<file path="src/rtl/idu_regfile16.sv">
// SM83 16-bit register file (PC, BC, DE, HL, SP, WZ) with the increment/decrement unit.
// One pair is read onto the address bus, adjusted by +1/-1/0 and optionally written back in the same cycle.
module idu_regfile16 #(
  parameter logic [15:0] PC_RESET = 16'h0000,
  parameter logic [15:0] SP_RESET = 16'hFFFE
) (
  input  logic        i_Clk,
  input  logic        i_Reset_n,
  input  logic [5:0]  i_Read16,
  input  logic [5:0]  i_Write16,
  input  logic [1:0]  i_Increment16,
  input  logic [5:0]  i_Load16,
  input  logic [15:0] i_Data16,
  input  logic        i_Load_W,
  input  logic        i_Load_Z,
  input  logic [7:0]  i_Data8,
  output logic [15:0] o_Addr,
  output logic [15:0] o_IDU_Out,
  output logic [15:0] o_BC,
  output logic [15:0] o_DE,
  output logic [15:0] o_HL,
  output logic [15:0] o_SP,
  output logic [15:0] o_PC,
  output logic [15:0] o_WZ,
  output logic        o_Sel_Error
);

  // Index map shared by every select vector: 0=PC 1=BC 2=DE 3=HL 4=SP 5=WZ
  logic [5:0][15:0] w_regs;
  logic [15:0]      w_addr;
  logic [15:0]      w_idu;
  logic             w_sel_err;
  logic             r_sel_error;

  // Multi-hot reads simply OR together; the error flag reports it separately
  always_comb begin
    w_addr = '0;
    for (int i = 0; i < 6; i++) begin
      if (i_Read16[i]) w_addr = w_addr | w_regs[i];
    end
  end

  always_comb begin
    case (i_Increment16)
      2'b01:   w_idu = w_addr + 16'd1;
      2'b11:   w_idu = w_addr - 16'd1;
      default: w_idu = w_addr;
    endcase
  end

  assign w_sel_err = (|(i_Read16 & (i_Read16 - 6'd1)))
                   | (|(i_Load16 & (i_Load16 - 6'd1)))
                   | (i_Increment16 == 2'b10);

  genvar gi;
  generate
    for (gi = 0; gi < 6; gi++) begin : g_reg
      localparam logic [15:0] RST_VAL = (gi == 0) ? PC_RESET :
                                        (gi == 4) ? SP_RESET : 16'h0000;
      localparam bit IS_WZ = (gi == 5);
      logic [15:0] r_q;

      always_ff @(posedge i_Clk or negedge i_Reset_n) begin
        if (!i_Reset_n) begin
          r_q <= RST_VAL;
        end else if (i_Load16[gi]) begin
          r_q <= i_Data16;
        end else if (i_Write16[gi]) begin
          r_q <= w_idu;
        end else if (IS_WZ && (i_Load_W || i_Load_Z)) begin
          r_q <= {i_Load_W ? i_Data8 : r_q[15:8], i_Load_Z ? i_Data8 : r_q[7:0]};
        end
      end

      assign w_regs[gi] = r_q;
    end
  endgenerate

  always_ff @(posedge i_Clk or negedge i_Reset_n) begin
    if (!i_Reset_n) r_sel_error <= 1'b0;
    else            r_sel_error <= w_sel_err;
  end

  assign o_Addr      = w_addr;
  assign o_IDU_Out   = w_idu;
  assign o_PC        = w_regs[0];
  assign o_BC        = w_regs[1];
  assign o_DE        = w_regs[2];
  assign o_HL        = w_regs[3];
  assign o_SP        = w_regs[4];
  assign o_WZ        = w_regs[5];
  assign o_Sel_Error = r_sel_error;

endmodule

</file>
<file path="config.mk">
export PLATFORM = sky130hd
export DESIGN_NAME = idu_regfile16
export DESIGN_NICKNAME = d
export VERILOG_FILES = /design/src/rtl/idu_regfile16.sv
export SDC_FILE = /design/constraint.sdc
export NUM_CORES = 1
export LEC_CHECK = 0
export ABC_AREA = 1
export CORE_MARGIN = 2
export CORE_UTILIZATION = 53
export CTS_BUF_LIST = sky130_fd_sc_hd__clkbuf_8
export CTS_CLUSTER_SIZE = 12
export DETAILED_ROUTE_END_ITERATION = 12
export PLACE_DENSITY = 0.93
export SYNTH_ARGS = -nofsm -noshare
export SYNTH_HDL_FRONTEND = slang
export SYNTH_SLANG_ARGS = --single-unit
</file>
<file path="constraint.sdc">
create_clock -name i_Clk -period 6.9 [get_ports i_Clk]
set_input_delay 1.725 -clock i_Clk [delete_from_list [all_inputs] [get_ports i_Clk]]
set_output_delay 1.725 -clock i_Clk [all_outputs]
set_load 0.01 [all_outputs]
</file>
==> results.md <==
* Max clock buf depth at 2
* Fin util at 0.755
* Critical Path RT at around 5.2 ns
* Share of layout cells above drive strength 1 at 0.111
* Num CTS Buffers at 9
* Global routing usage on met2 at 0.614
* I/O pins at 177
* Crit-path max cell delay at between 0.5 and 0.6 ns
* Antenna Nets Post-Route at 0
* Fin. max-slew vios at 0
* Starting Density at 0.548
* Synthesized Nets at 847
* Final instance area at about 0.0083 sq mm
* Crit start category: input pin
* Detailed-route vias per instance at 6.38
* Worst vdd ir at ~130 uV
* CP top delay family: buffers and inverters
* GPL Wtd Cong at between 1 and 1.5
* Synth Area per Inst at roughly 7.6 sq um
* Met3 usage at 0.0805
* Mapped cell area at 0.00599 sq mm
* Hold slack at about 0.55 ns
* Hold_buf cts at 0
* Achievable Freq at roughly 0.15 GHz
* Die Area at 0.0122 sq mm
* Dominant cell type by area after synthesis: dfrtp_1
* Period utilisation layout at 0.988
* Worst Max-Slew Pin Slew at around 1.3 ns
* H-tree lvl count at 3
* Number of global-route vias before repair at between 6000 and 7000
* Tot GR Track Use at 0.397
* Ys flop type: dfrtp_1
* WL/cell at ~21 um
* Critical Path Most Common Cell: nand3_1
* First-pass GRT wire length at between 30000 and 40000 um
* Critical Path AT at between 5 and 6 ns
* WS Path Type: in -> out
* Sequential share of the synthesized area at 0.408
* Drt total wl at between 20000 and 25000 um
* MaxCap Viol Count at 0
* Pwr Total at roughly 2 mW
* Met1 GRT Util at 0.525
* Detailed Routing Iterations Pass 1 at 6
* Total congestion overflow at 0
* Crit path cell chain: clkdlybuf4s50_1 > buf_4 > a221oi_1 > nand3_1 > ha_4 > a21oi_1 > o21ai_1 > a21o_1 > nand3_1 > nand3_1 > nand3_1 > and2_1 > clkdlybuf4s50_1
* # diodes at 0
* Via count at ~7000
* CP bufs+invs at 3
* Most frequent cells in the layout: nand2_1, clkdlybuf4s50_1, dfrtp_1
* Yosys reg bits at 97
* Area grow syn2layout at 37.9%
* Most common cell after layout, fill and taps aside: nand2_1
* PwrDens at between 200 and 250 mW/mm^2
* Worst hold path type: reg -> reg
* Largest net degree at the start of global routing at 75
* Crit path depth at 13
* DRT iter0 DRCs at 840
* Clock transition at path regs at approximately 0.11 ns
* Worst Setup End Kind: output pin
* Later-pin clock latency in the skew report at between 0.3 and 0.4 ns
* Antenna violations before repair at 0
* Grt peak-use layer: met2
* Die H at about 110 um
* Root Driver: clkbuf_8
* Rows at 38
* Chip Width at around 110 um
* Worst hold path depth at 2
* Residual DRC count at 0
* Pleak at 3.84 nW
* Yosys cell types at 38
* Async SR Flop Fraction at 1.00
* Core area at between 0.01 and 0.015 sq mm
* Final TNS setup at 0 ns
* Status: finished clean
* Top cell type's share of synthesized area at 0.343
* Placement-stage cell area at 0.00799 sq mm
* Critical Path Fanout Max at 10
* Hold Vio Cnt, Final at 0
* Slowest CP cell: clkdlybuf4s50_1
* Skew final at between 0.02 and 0.03 ns
* Post-synth EDFFs at 0
* Cells after Synth at around 800
* TritonCTS clock tree: built
* DP HPWL at approximately 17000 um
* Final setup violation count at 0
* Fin nets at approximately 1000
* Yosys warnings at 0
* RSZ-0062 raised after global routing: false
* Slew margin rel. at 0.101
* FF-to-FF path depth at 20
* Synth area leaders: dfrtp_1, nand2_1, a22oi_1, dfstp_2, o21ai_0
* Fin crit period at between 6 and 7 ns
* Num Clock Sinks at 97
* Number of port buffers at 176
## state kept, by name, summed over array words and instances, names as in the netlist
| name | count |
|---|---|
| o_WZ | 16 |
| o_SP | 16 |
| o_BC | 16 |
| o_DE | 16 |
| o_Sel_Error | 1 |
| o_PC | 16 |
| o_HL | 16 |
## cells by family after synthesis
family | synth area share
adders and majority gates | 0.0326
and+or+nand+nor | 0.221
AOI/OAI and AO/OA | 0.240
buffers and inverters | 0.0844
DFF | 0.408
xor gates and xnor gates | 0.0132
## final cells by class
class | instances | area [sq um]
Multi-Input combinational cell | 564 | 3090
Fill cell | 822 | 2680
Sequential cell | 97 | 2450
Timing Repair Buffer | 206 | 2040
Inverter | 81 | 304
Tap cell | 140 | 175
Clock buffer | 9 | 124
Clock inverter | 7 | 80.1
## through the flow
step           cells  setup WS (ns)
4_1_cts         1103         0.0465
2_1_floorplan    784           1.31
3_3_place_gp    1087         0.0440
5_1_grt         1104        0.00156
3_5_place_dp    1087         0.0534
6_report        1104         0.0821
## worst register-to-register path, stage by stage, from the launching register on
cell      delay, ns
dfrtp_1        0.42
nand2_1        0.09
nand2_1        0.07
a221oi_2       0.23
o21ai_0        0.15
a21oi_1        0.19
inv_1          0.11
ha_1           0.38
a21oi_1        0.20
o21bai_1       0.08
a21oi_1        0.23
nand2_1        0.09
nand2_1        0.06
nand2_1        0.06
nand2_2        0.07
nand2_4        0.07
buf_4          0.18
nand2_1        0.06
nand2_1        0.06
nand2_1        0.06
nand2_1        0.05
## timing repair
| item | in CTS | in global routing |
|---|---|---|
| buffers inserted | 0 | 1 |
| resized for setup | 0 | 11 |
| setup endpoints to repair | 0 | 7 |
## power by group
part	leakage, nW	internal [mW]	switching, mW
combinational	2.60	0.388	0.470
sequential	1.14	0.652	0.0833
clock	0.0994	0.144	0.238
## synthesized netlist by cell type, drive strengths merged, types with 2 or more instances
cell type,count
o2111ai,3
nand4,2
o211ai,2
ha,14
nand2,254
nor2,22
nor3,5
o221ai,6
dfstp,15
o22ai,3
clkbuf,27
a22oi,68
inv,80
xor2,9
a221oi,13
nand3,29
o21ai,77
buf,15
a21oi,48
dfrtp,82
## path summary, 6_finish.rpt
check	start	to	slack, ns
max	i_Read16[0]	o_IDU_Out[12]	0.08
min	o_WZ[11]	o_WZ[11]	0.55
max reg2reg	o_BC[12]	o_WZ[15]	3.88
min reg2reg	o_WZ[11]	o_WZ[11]	0.55
max in group asynchronous	i_Reset_n	o_BC[7]	4.42
min in group asynchronous	i_Reset_n	o_BC[2]	1.21
## metal layers
metal | vias to the layer above | routed length (um)
met4 | 0 | 1380
met3 | 130 | 3270
met5 | - | 0
met1 | 3250 | 8300
met2 | 665 | 10600
li1 | 2999 | -
No activity file was read; power rests on OpenSTA's default activity.
